<file path="src/rtl/ram_acc_pkg.sv">
// Shared constants and FSM state type for the CPU RAM access controller.
// Optional zero-fill after reset is enabled by defining RAM_ACC_CLEAR_EN.
package ram_acc_pkg;

  localparam int ADDR_W = 7;
  localparam int DATA_W = 16;
  localparam int DEPTH  = 128;

  localparam logic [ADDR_W-1:0] LAST_ADDR = ADDR_W'(DEPTH - 1);

  typedef enum logic [2:0] {
    CLEAR,
    IDLE,
    ISSUE,
    CAPT,
    RESP
  } state_e;

endpackage

</file>
<file path="src/rtl/ram_access_ctrl_if.sv">
// Load/store request and load-response bundle.
// master = CPU requester, slave = ram_access_ctrl.
interface ram_access_ctrl_if;
  import ram_acc_pkg::*;

  logic              req_valid;
  logic              req_ready;
  logic              req_we;
  logic [ADDR_W-1:0] req_addr;
  logic [DATA_W-1:0] req_wdata;
  logic              rsp_valid;
  logic [DATA_W-1:0] rsp_rdata;

  modport master (
    output req_valid,
    output req_we,
    output req_addr,
    output req_wdata,
    input  req_ready,
    input  rsp_valid,
    input  rsp_rdata
  );

  modport slave (
    input  req_valid,
    input  req_we,
    input  req_addr,
    input  req_wdata,
    output req_ready,
    output rsp_valid,
    output rsp_rdata
  );

endinterface

</file>
<file path="src/rtl/ram_clear_seq.sv">
// Post-reset zero-fill sequencer for RAM port 0 (built only with RAM_ACC_CLEAR_EN).
// Writes address 0..DEPTH-1 once, then parks at DEPTH-1 with busy low.
module ram_clear_seq
  import ram_acc_pkg::*;
(
  input  logic              clk,
  input  logic              rst_n,
  output logic              busy,
  output logic              wr_en,
  output logic [ADDR_W-1:0] addr,
  output logic              last
);

  logic              busy_q, busy_d;
  logic              wr_q, wr_d;
  logic [ADDR_W-1:0] addr_q, addr_d;

  // Start writing one cycle after reset, step once per cycle, stop at the top.
  always_comb begin
    busy_d = busy_q;
    wr_d   = wr_q;
    addr_d = addr_q;
    if (busy_q) begin
      if (!wr_q) begin
        wr_d   = 1'b1;
        addr_d = '0;
      end else if (addr_q == LAST_ADDR) begin
        wr_d   = 1'b0;
        busy_d = 1'b0;
      end else begin
        addr_d = addr_q + 1'b1;
      end
    end
  end

  // Sequencer registers; busy comes out of reset high.
  always_ff @(posedge clk or negedge rst_n) begin
    if (!rst_n) begin
      busy_q <= 1'b1;
      wr_q   <= 1'b0;
      addr_q <= '0;
    end else begin
      busy_q <= busy_d;
      wr_q   <= wr_d;
      addr_q <= addr_d;
    end
  end

  assign busy  = busy_q;
  assign wr_en = wr_q;
  assign addr  = addr_q;
  assign last  = wr_q && (addr_q == LAST_ADDR);

endmodule

</file>
<file path="src/rtl/ram_access_ctrl.sv">
// CPU-side initiator for the 2-port 128x16 RAM: one load/store at a time on port 1.
// Define RAM_ACC_CLEAR_EN to zero-fill the RAM through port 0 after every reset.
module ram_access_ctrl
  import ram_acc_pkg::*;
(
  input  logic              clk,
  input  logic              rst_n,
  ram_access_ctrl_if.slave  bus,
  output logic              busy,
  output logic              ram_read_en0,
  output logic              ram_write_en0,
  output logic [ADDR_W-1:0] ram_addr0,
  output logic [DATA_W-1:0] ram_din0,
  output logic              ram_read_en1,
  output logic              ram_write_en1,
  output logic [ADDR_W-1:0] ram_addr1,
  output logic [DATA_W-1:0] ram_din1,
  input  logic [DATA_W-1:0] ram_dout1
);

  logic clr_last;

`ifdef RAM_ACC_CLEAR_EN
  localparam state_e RST_STATE = CLEAR;

  ram_clear_seq u_clear (
    .clk   (clk),
    .rst_n (rst_n),
    .busy  (busy),
    .wr_en (ram_write_en0),
    .addr  (ram_addr0),
    .last  (clr_last)
  );
`else
  localparam state_e RST_STATE = IDLE;

  assign busy          = 1'b0;
  assign ram_write_en0 = 1'b0;
  assign ram_addr0     = '0;
  assign clr_last      = 1'b0;
`endif

  assign ram_read_en0 = 1'b0;
  assign ram_din0     = '0;

  state_e            state_q, state_d;
  logic              req_ready_q, req_ready_d;
  logic              rsp_valid_q, rsp_valid_d;
  logic [DATA_W-1:0] rsp_rdata_q, rsp_rdata_d;
  logic              re1_q, re1_d;
  logic              we1_q, we1_d;
  logic [ADDR_W-1:0] addr1_q, addr1_d;
  logic [DATA_W-1:0] din1_q, din1_d;

  logic accept;

  assign accept = bus.req_valid && req_ready_q;

  // Next state and next registered outputs; ready is 1 exactly when IDLE follows.
  always_comb begin
    state_d     = state_q;
    req_ready_d = 1'b0;
    rsp_valid_d = 1'b0;
    rsp_rdata_d = rsp_rdata_q;
    re1_d       = 1'b0;
    we1_d       = 1'b0;
    addr1_d     = addr1_q;
    din1_d      = din1_q;
    unique case (state_q)
      CLEAR: begin
        if (clr_last) begin
          state_d     = IDLE;
          req_ready_d = 1'b1;
        end
      end
      IDLE: begin
        if (accept) begin
          state_d = ISSUE;
          addr1_d = bus.req_addr;
          din1_d  = bus.req_wdata;
          we1_d   = bus.req_we;
          re1_d   = !bus.req_we;
        end else begin
          req_ready_d = 1'b1;
        end
      end
      ISSUE: begin
        if (we1_q) begin
          state_d     = IDLE;
          req_ready_d = 1'b1;
        end else begin
          state_d = CAPT;
        end
      end
      CAPT: begin
        state_d     = RESP;
        rsp_rdata_d = ram_dout1;
        rsp_valid_d = 1'b1;
      end
      RESP: begin
        state_d     = IDLE;
        req_ready_d = 1'b1;
      end
      default: begin
        state_d = IDLE;
      end
    endcase
  end

  // FSM and port-1 / response registers; reset aborts any transaction.
  always_ff @(posedge clk or negedge rst_n) begin
    if (!rst_n) begin
      state_q     <= RST_STATE;
      req_ready_q <= 1'b0;
      rsp_valid_q <= 1'b0;
      rsp_rdata_q <= '0;
      re1_q       <= 1'b0;
      we1_q       <= 1'b0;
      addr1_q     <= '0;
      din1_q      <= '0;
    end else begin
      state_q     <= state_d;
      req_ready_q <= req_ready_d;
      rsp_valid_q <= rsp_valid_d;
      rsp_rdata_q <= rsp_rdata_d;
      re1_q       <= re1_d;
      we1_q       <= we1_d;
      addr1_q     <= addr1_d;
      din1_q      <= din1_d;
    end
  end

  assign bus.req_ready = req_ready_q;
  assign bus.rsp_valid = rsp_valid_q;
  assign bus.rsp_rdata = rsp_rdata_q;
  assign ram_read_en1  = re1_q;
  assign ram_write_en1 = we1_q;
  assign ram_addr1     = addr1_q;
  assign ram_din1      = din1_q;

endmodule
</file>
<file path="src/flat_wrapper.sv">
// flat-port wrapper written by rule: the top's interface ports become plain ports
module ram_access_ctrl_flat import ram_acc_pkg::*;
  (clk, rst_n, busy, ram_read_en0, ram_write_en0, ram_addr0, ram_din0, ram_read_en1, ram_write_en1, ram_addr1, ram_din1, ram_dout1, bus_req_valid, bus_req_we, bus_req_addr, bus_req_wdata, bus_req_ready, bus_rsp_valid, bus_rsp_rdata);
  ram_access_ctrl_if bus_i ();
  input  logic clk;
  input  logic rst_n;
  output logic busy;
  output logic ram_read_en0;
  output logic ram_write_en0;
  output logic [ADDR_W-1:0] ram_addr0;
  output logic [DATA_W-1:0] ram_din0;
  output logic ram_read_en1;
  output logic ram_write_en1;
  output logic [ADDR_W-1:0] ram_addr1;
  output logic [DATA_W-1:0] ram_din1;
  input  logic [DATA_W-1:0] ram_dout1;
  input wire logic [$bits(bus_i.req_valid)-1:0] bus_req_valid;
  input wire logic [$bits(bus_i.req_we)-1:0] bus_req_we;
  input wire logic [$bits(bus_i.req_addr)-1:0] bus_req_addr;
  input wire logic [$bits(bus_i.req_wdata)-1:0] bus_req_wdata;
  output wire logic [$bits(bus_i.req_ready)-1:0] bus_req_ready;
  output wire logic [$bits(bus_i.rsp_valid)-1:0] bus_rsp_valid;
  output wire logic [$bits(bus_i.rsp_rdata)-1:0] bus_rsp_rdata;
  assign bus_i.req_valid = bus_req_valid;
  assign bus_i.req_we = bus_req_we;
  assign bus_i.req_addr = bus_req_addr;
  assign bus_i.req_wdata = bus_req_wdata;
  assign bus_req_ready = bus_i.req_ready;
  assign bus_rsp_valid = bus_i.rsp_valid;
  assign bus_rsp_rdata = bus_i.rsp_rdata;
  ram_access_ctrl u_core (.clk(clk), .rst_n(rst_n), .bus(bus_i), .busy(busy), .ram_read_en0(ram_read_en0), .ram_write_en0(ram_write_en0), .ram_addr0(ram_addr0), .ram_din0(ram_din0), .ram_read_en1(ram_read_en1), .ram_write_en1(ram_write_en1), .ram_addr1(ram_addr1), .ram_din1(ram_din1), .ram_dout1(ram_dout1));
endmodule
</file>
<file path="config.mk">
export PLATFORM = sky130hd
export DESIGN_NAME = ram_access_ctrl_flat
export DESIGN_NICKNAME = d
export VERILOG_FILES = /design/src/rtl/ram_acc_pkg.sv /design/src/rtl/ram_access_ctrl_if.sv /design/src/rtl/ram_clear_seq.sv /design/src/rtl/ram_access_ctrl.sv /design/src/flat_wrapper.sv
export SDC_FILE = /design/constraint.sdc
export NUM_CORES = 1
export LEC_CHECK = 0
export CAP_MARGIN = 10
export CORE_UTILIZATION = 38
export DETAILED_ROUTE_END_ITERATION = 12
export PLACE_DENSITY = 0.8
export SLEW_MARGIN = 40
export SYNTH_ARGS = -nofsm -noshare
export SYNTH_HDL_FRONTEND = slang
export SYNTH_SLANG_ARGS = --single-unit
export TNS_END_PERCENT = 50
</file>
<file path="constraint.sdc">
create_clock -name clk -period 1.65 [get_ports clk]
set_input_delay 0.2475 -clock clk [delete_from_list [all_inputs] [get_ports clk]]
set_output_delay 0.2475 -clock clk [all_outputs]
set_load 0.005 [all_outputs]
</file>
==> impl_metrics.yaml <==
synthesis:
  post_synth_inst_count: 133
  synth-warning-count: 0
  synth_cell_types: 22
  synth-seq-cells: 46
  syn_area_sq_mm: 0.00195
  synth_largest_type_area_fraction: 0.577
  synth.yosys.seq_area_share: 0.591
  synthDominantAreaCellType: "sky130_fd_sc_hd__dfrtp_1"
  syn_area_per_cell_sq_um: 14.7
  synthTopCellsByArea: "sky130_fd_sc_hd__dfrtp_1 58%, sky130_fd_sc_hd__mux2_2 23%, sky130_fd_sc_hd__buf_4 10%, sky130_fd_sc_hd__buf_6 1.7%, sky130_fd_sc_hd__dfstp_2 1.3%"
power_and_ir_drop:
  vdd_ir_drop_max_mv: 0.769
  static-leakage-power_nw: 1.26
  power_per_cell_area_mw_per_mm2: 1650
  share_clk_of_total_power: 0.167
  power.net_switching_mw: 1.24
  power_frac_comb: 0.424
  internal_power_mw: 3.59
  p_seq_frac: 0.408
  power_switching_share: 0.256
layout:
  ff_latch_area_sq_mm: 0.00115
  layout-area-overhead-vs-synth_pct: 50.0
  multi_input_combinational_cell_area_sq_um: 654
  nFillCells: 395
  final_cell_area_sq_mm: 0.00293
  final_layout_size_suffix_gt1_frac: 0.246
  finish.utilization: 0.608
  n_antenna_cell: 0
  number_of_nets_in_the_layout: 270
timing:
  slew_viol_final: 0
  setup-violations-final: 0
  grt_setup_unrepaired: "false"
  hold_viol_final: 0
  period_share: 0.913
  finClkSkew_ns: 0.00382
  final.min_clock_period_ns: 1.51
  max_freq_ghz: 0.664
cts:
  htree_levels: 2
  clkLatencyLatePin_ns: 0.29
  clk_pin_slew_ns: 0.08
  ctsLongestPathBuffers: 2
  cts_tree: "yes"
  cts_hold_buf: 1
  tritoncts_num_sinks: 46
  cts_post_setup_buffers_inserted: 0
  postCtsResizedCells: 0
  cts_root_buffer: "sky130_fd_sc_hd__clkbuf_8"
  cts_made_buffers: 5
worst_setup_path:
  end_kind: "flop"
  worst-endpoint-arrival_ns: 1.68
  criticalPathCategory: "flop to flop"
  worst_r2r_startpoint: "u_core.state_q[0]$_DFFE_PN1P_"
  peak_fanout_along_the_critical_path: 13
  startpoint_type: "flop"
  timing.critical_path.required_ns: 1.82
  cp_max_stage_cell: "sky130_fd_sc_hd__dfstp_2"
  slowest_delay_ns: 0.59
  setup.worst_path.start: "u_core.state_q[0]$_DFFE_PN1P_"
  crit_chain: "nand2b_4 -> nor3_4 -> buf_4 -> mux2_2"
global_route:
  vias_in_the_first_global_route: 1270
  grt_max_degree: 22
  grt_pass1_wl_microns: 5910
  grt_use_total: 0.146
  grt_antenna_before_repair: 0
  grt_remaining_overflow: 0
drt:
  detail_route.drc_violations: 0
  post_drt_via_cell_ratio: 4.34
  detailedRoute.firstIterationViolations: 23
  postRouteWirelength_microns: 3780
  via_count: 1279
  drt_first_pass_iters: 3
  final_antenna_net_count: 0
  avgRoutedWirePerCell_microns: 12.8
floorplan:
  dieWidth_microns: 73.6
  floorplan.die_area_sq_mm: 0.00542
  floorplan.rows: 25
  fp.dieH_microns: 73.6
  initial_core_util: 0.405
  ioPinCount: 112
  core_area_sq_mm: 0.00482
placed_design:
  detailed_place_hpwl_microns: 2880
  gp_congestion: 0.681
  place_area_sq_mm: 0.00281
  port-buffer-count: 85
status:
  status: "completed"
hold_path:
  worst_hold_path_class: "primary input to asynchronous set/reset pin"
flow_run:
  timing.max_cap.violations: 0
## synthesized netlist by cell type, drive strengths merged
master and count:
buf 30, nand2b 2, mux2 39, conb 1
nor3 1, o22a 1, nor4 1, dfrtp 45
nor2 3, a21oi 1, o21ai 1, dfstp 1
o31a 1, nand2 2, inv 1, and3 1
and2 1, a211o 1
## kinds of logic after synthesis
kind of cell | synth area share
buffers and inverters | 0.122
DFF | 0.591
muxes | 0.225
AOI/OAI and AO/OA | 0.0186
and+or+nand+nor | 0.0417
other | 0.00192
## power groups by stage
stage	registers, mW	clock network, mW	logic, mW
after floorplan	2.00	0	0.809
after global placement	1.98	0	2.02
after detailed placement	2.00	0	2.07
after CTS	1.98	0.827	2.08
after global routing	2.04	0.877	2.20
final	1.97	0.807	2.05
## cell usage in the layout, fill, tap and decap left out
cell,n
sky130_fd_sc_hd__buf_4,4
sky130_fd_sc_hd__inv_1,1
sky130_fd_sc_hd__nor2_1,2
sky130_fd_sc_hd__o21ai_0,1
sky130_fd_sc_hd__buf_2,1
sky130_fd_sc_hd__clkbuf_1,2
sky130_fd_sc_hd__o31a_1,1
sky130_fd_sc_hd__bufinv_16,1
sky130_fd_sc_hd__dfstp_2,1
sky130_fd_sc_hd__buf_12,2
sky130_fd_sc_hd__nor3_4,1
sky130_fd_sc_hd__a21oi_1,1
sky130_fd_sc_hd__nor4_1,1
sky130_fd_sc_hd__o22a_1,1
sky130_fd_sc_hd__nand2_1,2
sky130_fd_sc_hd__dfrtp_1,45
sky130_fd_sc_hd__mux2_2,39
sky130_fd_sc_hd__nand2b_4,1
sky130_fd_sc_hd__and2_1,1
sky130_fd_sc_hd__nand2b_1,1
sky130_fd_sc_hd__dlygate4sd3_1,1
sky130_fd_sc_hd__a211o_1,1
sky130_fd_sc_hd__clkbuf_8,5
sky130_fd_sc_hd__and3_1,1
sky130_fd_sc_hd__conb_1,26
sky130_fd_sc_hd__clkdlybuf4s50_1,84
sky130_fd_sc_hd__nor2_4,1
## final timing paths
| path | to | slack (ns) | depth (start not counted) |
|---|---|---|---|
| setup / recovery | u_core.ram_din1[5]$_DFFE_PN0P_ | 0.14 | 4 |
| hold / removal | u_core.ram_addr1[4]$_DFFE_PN0P_ | 0.41 | 2 |
| setup reg to reg | u_core.ram_din1[5]$_DFFE_PN0P_ | 0.14 | 4 |
| hold reg to reg | u_core.ram_din1[1]$_DFFE_PN0P_ | 0.51 | 1 |
| max in group asynchronous | u_core.state_q[0]$_DFFE_PN1P_ | 0.67 | 3 |
| min in group clk | u_core.ram_din1[1]$_DFFE_PN0P_ | 0.51 | 1 |
## worst max-delay path: cells and delay by family (launching register included)
family,cells,cell delay [ns]
multiplexers,1,0.35
AND/OR/NAND/NOR,2,0.22
buffers and inverters,1,0.23
flip-flops,1,0.59
## flip-flops by register name, indices dropped and copies added, names as in the netlist
signal                count
u_core.bus.req_ready      1
u_core.bus.rsp_rdata     16
u_core.bus.rsp_valid      1
u_core.ram_addr1          7
u_core.ram_din1          16
u_core.ram_read_en1       1
u_core.ram_write_en1      1
u_core.state_q            3
## metal layers
layer  track usage  up-vias  share of wire
li1              -      592              -
met1         0.166      621           0.37
met2         0.262       58           0.55
met3        0.0439        8          0.066
met4        0.0470        0          0.013
met5             0        -              0
## stage by stage
step / instances / power [mW] / setup slack, ns / hold WS, ns / TNS, ns
after floorplan: 158 / 2.81 / 0.160 / -0.0481 / 0
after global placement: 286 / 4.00 / -0.0727 / 0.189 / -1.44
after detailed placement: 286 / 4.07 / -0.0951 / 0.185 / -1.83
after CTS: 295 / 4.89 / 0.131 / 0.398 / 0
after global routing: 295 / 5.12 / 0.0824 / 0.434 / 0
final: 295 / 4.82 / 0.144 / 0.414 / 0
## area by class of cell
| cell class | count | share of cell area |
|---|---|---|
| clock buffer | 7 | 0.0261 |
| clock inverter | 1 | 0.0103 |
| inverter | 1 | 0.00128 |
| multi-input combinational | 81 | 0.224 |
| sequential | 46 | 0.394 |
| tap | 67 | 0.0286 |
| timing repair buffer | 92 | 0.316 |
Power figures use the tool's default switching activity.
